`config.mk`:
```
export PLATFORM = sky130hd
export DESIGN_NAME = cfu_arbiter2
export DESIGN_NICKNAME = d
export VERILOG_FILES = /design/src/rtl/cfu_arbiter2.sv
export SDC_FILE = /design/constraint.sdc
export NUM_CORES = 1
export LEC_CHECK = 0
export ABC_AREA = 0
export CAP_MARGIN = 20
export CORE_AREA = 8 8 112 114
export CTS_BUF_LIST = sky130_fd_sc_hd__clkbuf_8
export CTS_CLUSTER_DIAMETER = 40
export CTS_CLUSTER_SIZE = 8
export DETAILED_ROUTE_END_ITERATION = 7
export DIE_AREA = 0 0 120 122
export PLACE_DENSITY = 0.69
export SYNTH_ARGS = -nofsm -noshare
export SYNTH_HDL_FRONTEND = slang
export SYNTH_SLANG_ARGS = --single-unit
export TNS_END_PERCENT = 5
```
`constraint.sdc`:
```
create_clock -name clock -period 4.8 [get_ports clock]
set_input_delay 0.96 -clock clock [delete_from_list [all_inputs] [get_ports clock]]
set_output_delay 0.96 -clock clock [all_outputs]
set_load 0.01 [all_outputs]
```
`src/rtl/cfu_arbiter2.sv`:
```
// Two-requester round-robin front end for a single in-order CFU.
// Optional per-requester grant/stall counters with CFU_ARB_PERF_EN.
module cfu_arbiter2 #(
    parameter int CFU_FUNCTION_ID_W = 1,
    parameter int CFU_REQ_INPUTS    = 2,
    parameter int CFU_REQ_DATA_W    = 32,
    parameter int CFU_RESP_DATA_W   = CFU_REQ_DATA_W,
    parameter int DEPTH             = 4
) (
    input  logic                                     clock,
    input  logic                                     reset,
    input  logic                                     req0_valid,
    output logic                                     req0_ready,
    input  logic [CFU_FUNCTION_ID_W-1:0]             req0_func,
    input  logic [CFU_REQ_INPUTS*CFU_REQ_DATA_W-1:0] req0_data,
    output logic                                     resp0_valid,
    input  logic                                     resp0_ready,
    output logic [CFU_RESP_DATA_W-1:0]               resp0_data,
    input  logic                                     req1_valid,
    output logic                                     req1_ready,
    input  logic [CFU_FUNCTION_ID_W-1:0]             req1_func,
    input  logic [CFU_REQ_INPUTS*CFU_REQ_DATA_W-1:0] req1_data,
    output logic                                     resp1_valid,
    input  logic                                     resp1_ready,
    output logic [CFU_RESP_DATA_W-1:0]               resp1_data,
    output logic                                     cfu_req_valid,
    input  logic                                     cfu_req_ready,
    output logic [CFU_FUNCTION_ID_W-1:0]             cfu_req_func,
    output logic [CFU_REQ_INPUTS*CFU_REQ_DATA_W-1:0] cfu_req_data,
    input  logic                                     cfu_resp_valid,
    output logic                                     cfu_resp_ready,
    input  logic [CFU_RESP_DATA_W-1:0]               cfu_resp_data,
    output logic                                     err_orphan
`ifdef CFU_ARB_PERF_EN
    ,
    output logic [15:0]                              perf_grant0,
    output logic [15:0]                              perf_grant1,
    output logic [15:0]                              perf_stall
`endif
);

    localparam int AW = $clog2(DEPTH);
    localparam logic [AW:0] FULL_CNT = (AW+1)'(DEPTH);

    logic [AW:0]      count_q, count_d;
    logic [AW-1:0]    wr_ptr_q, wr_ptr_d;
    logic [AW-1:0]    rd_ptr_q, rd_ptr_d;
    logic [DEPTH-1:0] tags_q, tags_d;
    logic             ptr_q, ptr_d;
    logic             err_q, err_d;

    logic run;
    logic full;
    logic empty;
    logic any_req;
    logic sel;
    logic push;
    logic pop;
    logic orphan;
    logic head;
    logic head_valid;
    logic head_ready;

    // Outputs are forced to their idle values while reset is held.
    assign run     = reset;
    assign full    = (count_q == FULL_CNT);
    assign empty   = (count_q == '0);
    assign any_req = req0_valid | req1_valid;

    // Both valid: the requester not granted last time wins.
    assign sel = (req0_valid & req1_valid) ? ~ptr_q : req1_valid;

    assign cfu_req_valid = run & ~full & any_req;
    assign cfu_req_func  = sel ? req1_func : req0_func;
    assign cfu_req_data  = sel ? req1_data : req0_data;

    assign req0_ready = run & req0_valid & ~sel & ~full & cfu_req_ready;
    assign req1_ready = run & req1_valid &  sel & ~full & cfu_req_ready;

    assign push = cfu_req_valid & cfu_req_ready;

    assign head       = tags_q[rd_ptr_q];
    assign head_valid = run & cfu_resp_valid & ~empty;
    assign head_ready = head ? resp1_ready : resp0_ready;

    assign resp0_valid = head_valid & ~head;
    assign resp1_valid = head_valid &  head;
    assign resp0_data  = cfu_resp_data;
    assign resp1_data  = cfu_resp_data;

    assign cfu_resp_ready = run & (empty | head_ready);

    assign pop    = cfu_resp_valid & cfu_resp_ready & ~empty;
    assign orphan = cfu_resp_valid & cfu_resp_ready &  empty;

    assign err_orphan = err_q;

    always_comb begin
        count_d  = count_q;
        wr_ptr_d = wr_ptr_q;
        rd_ptr_d = rd_ptr_q;
        tags_d   = tags_q;
        ptr_d    = ptr_q;
        err_d    = err_q | orphan;
        if (push) begin
            tags_d[wr_ptr_q] = sel;
            wr_ptr_d         = wr_ptr_q + AW'(1);
            ptr_d            = sel;
        end
        if (pop) begin
            rd_ptr_d = rd_ptr_q + AW'(1);
        end
        unique case ({push, pop})
            2'b10:   count_d = count_q + (AW+1)'(1);
            2'b01:   count_d = count_q - (AW+1)'(1);
            default: count_d = count_q;
        endcase
    end

    always_ff @(posedge clock or negedge reset) begin
        if (!reset) begin
            count_q  <= '0;
            wr_ptr_q <= '0;
            rd_ptr_q <= '0;
            tags_q   <= '0;
            ptr_q    <= 1'b0;
            err_q    <= 1'b0;
        end else begin
            count_q  <= count_d;
            wr_ptr_q <= wr_ptr_d;
            rd_ptr_q <= rd_ptr_d;
            tags_q   <= tags_d;
            ptr_q    <= ptr_d;
            err_q    <= err_d;
        end
    end

`ifdef CFU_ARB_PERF_EN
    logic [15:0] grant0_q, grant0_d;
    logic [15:0] grant1_q, grant1_d;
    logic [15:0] stall_q, stall_d;

    always_comb begin
        grant0_d = grant0_q;
        grant1_d = grant1_q;
        stall_d  = stall_q;
        if (push & ~sel & (grant0_q != 16'hFFFF)) begin
            grant0_d = grant0_q + 16'd1;
        end
        if (push & sel & (grant1_q != 16'hFFFF)) begin
            grant1_d = grant1_q + 16'd1;
        end
        if (any_req & ~push & (stall_q != 16'hFFFF)) begin
            stall_d = stall_q + 16'd1;
        end
    end

    always_ff @(posedge clock or negedge reset) begin
        if (!reset) begin
            grant0_q <= '0;
            grant1_q <= '0;
            stall_q  <= '0;
        end else begin
            grant0_q <= grant0_d;
            grant1_q <= grant1_d;
            stall_q  <= stall_d;
        end
    end

    assign perf_grant0 = grant0_q;
    assign perf_grant1 = grant1_q;
    assign perf_stall  = stall_q;
`endif

endmodule

```
==> reports/metrics.csv, run 1 <==
stage;metric;value;unit
finish;Antenna diodes;0;
detailed_routing;routed length per instance;18.7;µm
power;combinational share of power;69.7;%
finish;commonest cells after routing, fill and taps aside;209 x sky130_fd_sc_hd__clkdlybuf4s50_1, 65 x sky130_fd_sc_hd__mux2_2, 13 x sky130_fd_sc_hd__dfrtp_1;
clock_network;Clock Root Buffer;sky130_fd_sc_hd__clkbuf_8;
place;Post-DP HPWL;8.08;mm
power;maximum vdd ir drop;0.136;mV
sta;final setup skew;0.00145;ns
sta;Max Clock Freq;250;MHz
hold_path;min-delay worst type;reg -> reg;
logic_synthesis;ranking of synthesized cells by area;sky130_fd_sc_hd__mux2_2 36%, sky130_fd_sc_hd__buf_4 24%, sky130_fd_sc_hd__dfrtp_1 16%, sky130_fd_sc_hd__mux2i_1 3.4%, sky130_fd_sc_hd__ha_1 3.1%;
sta;Worst Setup Slack, final;0.794;ns
logic_synthesis;library cell occupying the most area in the post-synthesis netlist;sky130_fd_sc_hd__mux2_2;
sta;Slew Limit Headroom;43.0;%
power;Tot Pwr;1.01;mW
place;Routability Congestion;0.773;
logic_synthesis;synth unique cells;27;
clock_network;# resized after CTS;0;
global_route;overall overflow remaining after global route;0;
sta;setup TNS;0;ns
finish;proportion of layout cells with a drive suffix above 1;22.4;%
detailed_routing;DRC;0;
finish;most common library cell in the layout ignoring fill and taps;sky130_fd_sc_hd__clkdlybuf4s50_1;
floorplan;floorplan row count;38;
logic_synthesis;sequential-to-total area share from yosys stat;15.9;%
power;clock network fraction of design power;9.7;%
finish;signed area change from the synthesized netlist to the final layout;88.9;%
sta;final worst-path cycle share;83.5;%
setup_path;maximum fanout along the worst path;41;
global_route;global-route wire length before repair;13.4;mm
setup_path;Critical Path Start Type;input pin;
finish;post-route cell area;3860;µm²
job;Max Cap Violations;0;
power;sequential group share of total power;20.7;%
detailed_routing;post-detailed-route via-to-cell ratio;3.93;
clock_network;post-CTS clock slew at the launch and capture registers of the worst setup and hold paths;0.05;ns
setup_path;required time of the critical path;3.84;ns
clock_network;maximum clock insertion buffer count;2;
detailed_routing;total detailed-routing wirelength;9.22;mm
sta;final period demand of the worst path;4.01;ns
global_route;initial antenna violation count;0;
sta;RSZ-0062 raised after global routing;no;
detailed_routing;DR vias;1938;
clock_network;level count of the clock H-tree;1;
logic_synthesis;total standard cell area after synthesis;2050;µm²
setup_path;nature of the critical path endpoint;output pin;
clock_network;insertion delay of the later-clocked pin in the worst-skew pair;0.25;ns
power;Internal Dissipation;663;µW
clock_network;post-CTS setup-driven buffer insertion count;0;
global_route;total routing resource utilization after global routing;11.5;%
power;power density of the placed cells;262;nW/µm²
floorplan;Die Area;14600;µm²
logic_synthesis;net count of the mapped netlist;385;
floorplan;die extent in x;120;µm
detailed_routing;remaining antenna violation count after routing;0;
detailed_routing;Detailed Routing Iterations Pass 1;4;
sta;Final Setup Violations;0;
power;reported net switching power;348;µW
logic_synthesis;top cell type's share of synthesized area;35.8;%
finish;Nets;530;
global_route;maximum number of pins on one net before global-route repair;42;
clock_network;clock sink count;13;
power;proportion of total power due to net switching;34.4;%
logic_synthesis;Post-Synthesis Cells;209;
logic_synthesis;number of warning messages in the yosys log;0;
global_route;via count of the first global-routing pass;2261;
place;Post-Place Setup Slack;0.802;ns
floorplan;effective utilization at floorplan;19.1;%
status;result of the run;finished, final reports clean;
logic_synthesis;count of state elements after synthesis;13;
clock_network;number of buffers created by CTS;3;
hold_path;number of stages on the worst hold path;1;
floorplan;height of the die;122;µm
setup_path;Critical Path AT;3.05;ns
sta;pin slew with the least headroom to its limit;0.843;ns
place;count of buffers from port buffering;209;
finish;Filler Cells Inserted;1054;
setup_path;worst-case reg-to-reg path depth;9;
clock_network;cts-stage hold buffer count;0;
detailed_routing;First DRT Iteration DRCs;59;
logic_synthesis;synthesized area divided by synthesized cell count;9.79;µm²
power;Static Leak;1.49;nW
clock_network;clock tree from TritonCTS;done;
floorplan;Core Box Area;10700;µm²
setup_path;critical path class;in -> out;
place;area of placed instances;3820;µm²
floorplan;number of I/O pins;306;
sta;final hold violations;0;
sta;pins over their slew limit;0;
## area by class of cell
cell class              count  area [µm²]  area share, %
repair buffers            212        2110           54.7
clock inverters             1        3.75         0.0971
inverters                   7        26.3          0.680
flip-flops and latches     13         325           8.42
well taps                 140         175           4.53
clock buffers               3        41.3           1.07
multi-input cells         117        1180           30.5
## logic make-up after synthesis
| kind of cell | synth area share [%] |
|---|---|
| fa+ha+maj | 4.04 |
| buf+inv | 26.9 |
| flops | 15.9 |
| compound gates | 2.39 |
| mux | 42.1 |
| simple gates | 6.54 |
| xor+xnor | 2.14 |
## path summary, 6_finish.rpt
| kind | end | from | slack, ns |
|---|---|---|---|
| setup / recovery | cfu_req_data[38] | req1_valid | 0.79 |
| hold / removal | err_orphan$_DFF_PN0_ | err_orphan$_DFF_PN0_ | 0.48 |
| setup reg to reg | count_q[2]$_DFFE_PN0P_ | count_q[2]$_DFFE_PN0P_ | 2.41 |
| hold reg to reg | err_orphan$_DFF_PN0_ | err_orphan$_DFF_PN0_ | 0.48 |
| max in group asynchronous | ptr_q$_DFFE_PN0P_ | reset | 3.23 |
| min in group asynchronous | tags_q[2]$_DFFE_PN0P_ | reset | 1.07 |
## synthesized netlist by cell type
cell type / number
sky130_fd_sc_hd__fa_1: 1
sky130_fd_sc_hd__o21bai_1: 1
sky130_fd_sc_hd__buf_4: 65
sky130_fd_sc_hd__nand2b_1: 1
sky130_fd_sc_hd__nand3b_1: 1
sky130_fd_sc_hd__nand2_1: 7
sky130_fd_sc_hd__nand3_1: 1
sky130_fd_sc_hd__a21boi_2: 1
sky130_fd_sc_hd__nand4b_1: 1
sky130_fd_sc_hd__mux2i_1: 7
sky130_fd_sc_hd__inv_1: 7
sky130_fd_sc_hd__nor4bb_2: 1
sky130_fd_sc_hd__or3_2: 1
sky130_fd_sc_hd__o31ai_1: 1
sky130_fd_sc_hd__nor3b_1: 2
sky130_fd_sc_hd__xnor2_1: 2
sky130_fd_sc_hd__xor2_1: 3
sky130_fd_sc_hd__buf_2: 7
sky130_fd_sc_hd__mux2_4: 4
sky130_fd_sc_hd__o21ai_0: 3
sky130_fd_sc_hd__dfrtp_1: 13
sky130_fd_sc_hd__nor2b_1: 1
sky130_fd_sc_hd__ha_1: 5
sky130_fd_sc_hd__a21boi_0: 1
sky130_fd_sc_hd__nor2_1: 6
sky130_fd_sc_hd__mux2_2: 65
sky130_fd_sc_hd__nor3b_2: 1
## worst max-delay path, stage by stage
cell and delay [ns]:
sky130_fd_sc_hd__clkdlybuf4s50_1 0.50, sky130_fd_sc_hd__a21boi_4 0.19, sky130_fd_sc_hd__buf_4 0.45, sky130_fd_sc_hd__mux2_2 0.40
sky130_fd_sc_hd__clkdlybuf4s50_1 0.50
## power groups by stage
stage / clock network [mW] / registers (mW) / logic [mW]
2_1_floorplan: 0 / 0.202 / 0.416
3_3_place_gp: 0 / 0.209 / 0.693
3_5_place_dp: 0 / 0.212 / 0.708
4_1_cts: 0.101 / 0.211 / 0.715
5_1_grt: 0.106 / 0.217 / 0.766
6_report: 0.0976 / 0.209 / 0.704
## metal layers
metal,global-route usage [%],share of wire [%]
met2,20.7,52
met1,11.5,35
met3,6.25,12
met4,2.19,0.76
met5,0,0
## sequential cells by signal, summed over array words and instances (netlist names)
signal,cells
tags_q,4
wr_ptr_q,2
rd_ptr_q,2
count_q,3
ptr_q,1
err_orphan,1
## metrics by stage
stage | cells | utilization (%) | hold slack [ns]
2_1_floorplan | 209 | - | 0.445
3_3_place_gp | 489 | 35.7 | 0.464
3_5_place_dp | 489 | 35.7 | 0.470
4_1_cts | 493 | 36.1 | 0.486
5_1_grt | 493 | 36.1 | 0.505
6_report | 493 | 36.1 | 0.481
Power figures use the tool's default switching activity.
==> run 2, diff against run 1 <==
--- a/config.mk
+++ b/config.mk
@@ -13,7 +13,7 @@
 export CTS_CLUSTER_SIZE = 8
 export DETAILED_ROUTE_END_ITERATION = 7
 export DIE_AREA = 0 0 120 122
-export PLACE_DENSITY = 0.69
+export PLACE_DENSITY = 0.71
 export SYNTH_ARGS = -nofsm -noshare
 export SYNTH_HDL_FRONTEND = slang
 export SYNTH_SLANG_ARGS = --single-unit
==> constraint.sdc (replaced) <==
create_clock -name clock -period 3.34 [get_ports clock]
set_input_delay 0.668 -clock clock [delete_from_list [all_inputs] [get_ports clock]]
set_output_delay 0.668 -clock clock [all_outputs]
set_load 0.01 [all_outputs]
==> run 2 against run 1 <==
Compared with the run above: clock-buffer cell count is the same; worst hold slack gained 0.0022 ns; register-to-register slack lost 1.4 ns; sequential power grew 45%; clock skew grew 0.0039 ns; routed wire length grew 8.7%; non-clock buffer count grew 2; total power grew 45%; first-iteration DRC count shrank 31%.
==> reports/metrics.csv, run 2 (same netlist as run 1, synthesis figures left out) <==
stage;metric;value;unit
sta;RSZ-0062 raised after global routing;no;
detailed_routing;met3 routed wirelength;1.01;mm
detailed_routing;routed length per instance;20.2;µm
sta;final period demand of the worst path;3.25;ns
sta;pins over their slew limit;0;
setup_path;required time of the critical path;2.67;ns
global_route;maximum number of pins on one net before global-route repair;40;
finish;signed area change from the synthesized netlist to the final layout;90.9;%
global_route;via count of the first global-routing pass;2284;
detailed_routing;post-detailed-route via-to-cell ratio;4.02;
setup_path;maximum fanout along the worst path;39;
clock_network;number of buffers created by CTS;3;
detailed_routing;met2 wire length;5.46;mm
power;power density of the placed cells;376;nW/µm²
finish;Nets;532;
clock_network;insertion delay of the later-clocked pin in the worst-skew pair;0.24;ns
finish;proportion of layout cells with a drive suffix above 1;22.8;%
setup_path;nature of the critical path endpoint;output pin;
detailed_routing;Detailed Routing Iterations Pass 1;4;
sta;worst slack on hold paths;0.484;ns
detailed_routing;DR vias;1990;
clock_network;maximum clock insertion buffer count;2;
power;maximum vdd ir drop;0.251;mV
clock_network;clock sink count;13;
floorplan;Die Area;14600;µm²
status;result of the run;finished, final reports clean;
floorplan;effective utilization at floorplan;19.1;%
finish;Regs by FF count;tags_q: 4 flops, count_q: 3 flops;
floorplan;die extent in x;120;µm
job;Max Cap Violations;0;
clock_network;post-CTS setup-driven buffer insertion count;0;
floorplan;Core Box Area;10700;µm²
clock_network;level count of the clock H-tree;1;
setup_path;Critical Path Start Type;input pin;
setup_path;critical path class;in -> out;
sta;setup TNS;0;ns
detailed_routing;highest layer used for signal routing;met4;
hold_path;min-delay worst type;reg -> reg;
clock_network;post-CTS clock slew at the launch and capture registers of the worst setup and hold paths;0.06;ns
detailed_routing;met1 WL;3.51;mm
power;sequential group share of total power;20.7;%
sta;pin slew with the least headroom to its limit;0.291;ns
power;proportion of total power due to net switching;34.3;%
finish;most common library cell in the layout ignoring fill and taps;sky130_fd_sc_hd__clkdlybuf4s50_1;
sta;final worst-path cycle share;97.2;%
finish;register bank with the most flops;tags_q;
clock_network;# resized after CTS;0;
global_route;initial antenna violation count;0;
sta;Max Clock Freq;308;MHz
floorplan;height of the die;122;µm
power;Static Leak;1.51;nW
global_route;overall overflow remaining after global route;0;
place;count of buffers from port buffering;209;
setup_path;Critical Path AT;2.58;ns
finish;commonest cells after routing, fill and taps aside;209 x sky130_fd_sc_hd__clkdlybuf4s50_1, 65 x sky130_fd_sc_hd__mux2_2, 13 x sky130_fd_sc_hd__dfrtp_1;
clock_network;Clock Root Buffer;sky130_fd_sc_hd__clkbuf_8;
detailed_routing;First DRT Iteration DRCs;41;
detailed_routing;total detailed-routing wirelength;10.0;mm
finish;Antenna diodes;0;
power;combinational share of power;70.2;%
clock_network;clock tree from TritonCTS;done;
sta;Slew Limit Headroom;80.0;%
sta;Final Setup Violations;0;
power;Internal Dissipation;966;µW
sta;final setup skew;0.00538;ns
finish;flip-flop count of the largest register after layout;4;
global_route;global-route wire length before repair;14.3;mm
finish;Layout Utilization;36.5;%
detailed_routing;DRC;0;
place;Routability Congestion;0.744;
floorplan;floorplan row count;38;
global_route;total routing resource utilization after global routing;12.6;%
detailed_routing;remaining antenna violation count after routing;0;
place;Post-DP HPWL;8.91;mm
power;clock network fraction of design power;9.1;%
sta;final hold violations;0;
power;reported net switching power;503;µW
clock_network;cts-stage hold buffer count;0;
floorplan;number of I/O pins;306;
==> run 2: cell types whose count changed in the layout (fill, tap and decap cells not counted) <==
cell | previous run | this run
sky130_fd_sc_hd__buf_12 | 0 | 2
==> run 2: worst paths after layout <==
path / startpoint / endpoint / slack (ns) / depth (start not counted)
setup / recovery: req1_valid / cfu_req_data[42] / 0.09 / 5
hold / removal: err_orphan$_DFF_PN0_ / err_orphan$_DFF_PN0_ / 0.48 / 1
setup reg to reg: rd_ptr_q[1]$_DFFE_PN0P_ / count_q[2]$_DFFE_PN0P_ / 1.04 / 10
hold reg to reg: err_orphan$_DFF_PN0_ / err_orphan$_DFF_PN0_ / 0.48 / 1
max in group asynchronous: reset / rd_ptr_q[0]$_DFFE_PN0P_ / 2.34 / 2
min in group asynchronous: reset / ptr_q$_DFFE_PN0P_ / 0.82 / 2
==> run 2: power groups by stage <==
stage / Clock (mW) / Combinational (mW) / Sequential [mW]
2_1_floorplan: 0 / 0.598 / 0.290
3_3_place_gp: 0 / 1.02 / 0.301
3_5_place_dp: 0 / 1.04 / 0.307
4_1_cts: 0.137 / 1.05 / 0.304
5_1_grt: 0.147 / 1.12 / 0.316
6_report: 0.133 / 1.03 / 0.304
==> run 2: area by class of cell <==
class	count	area (µm²)
clock inverters	1	3.75
inverters	7	26.3
flip-flops and latches	13	325
repair buffers	214	2150
clock buffers	3	41.3
multi-input cells	117	1180
fillers	1078	6790
well taps	140	175
==> run 2: per-stage QoR <==
step / instance area [µm²] / setup WS [ns] / power, mW / cells
after floorplan: 2050 / 1.15 / 0.888 / 209
after global routing: 3910 / 0.00282 / 1.58 / 495
after global placement: 3860 / 0.0957 / 1.32 / 491
final: 3910 / 0.0948 / 1.47 / 495
after detailed placement: 3860 / 0.0787 / 1.35 / 491
after CTS: 3910 / 0.0608 / 1.49 / 495
==> run 2: critical path, stage by stage <==
cell                              delay [ns]
sky130_fd_sc_hd__clkdlybuf4s50_1        0.51
sky130_fd_sc_hd__a21boi_4               0.26
sky130_fd_sc_hd__buf_12                 0.25
sky130_fd_sc_hd__mux2_2                 0.37
sky130_fd_sc_hd__clkdlybuf4s50_1        0.49
==> run 2: metal layers <==
layer,vias to the layer above,global-route usage (%)
li1,940,-
met1,915,12.7
met2,131,23.8
met3,4,5.65
met4,0,1.64
met5,-,0
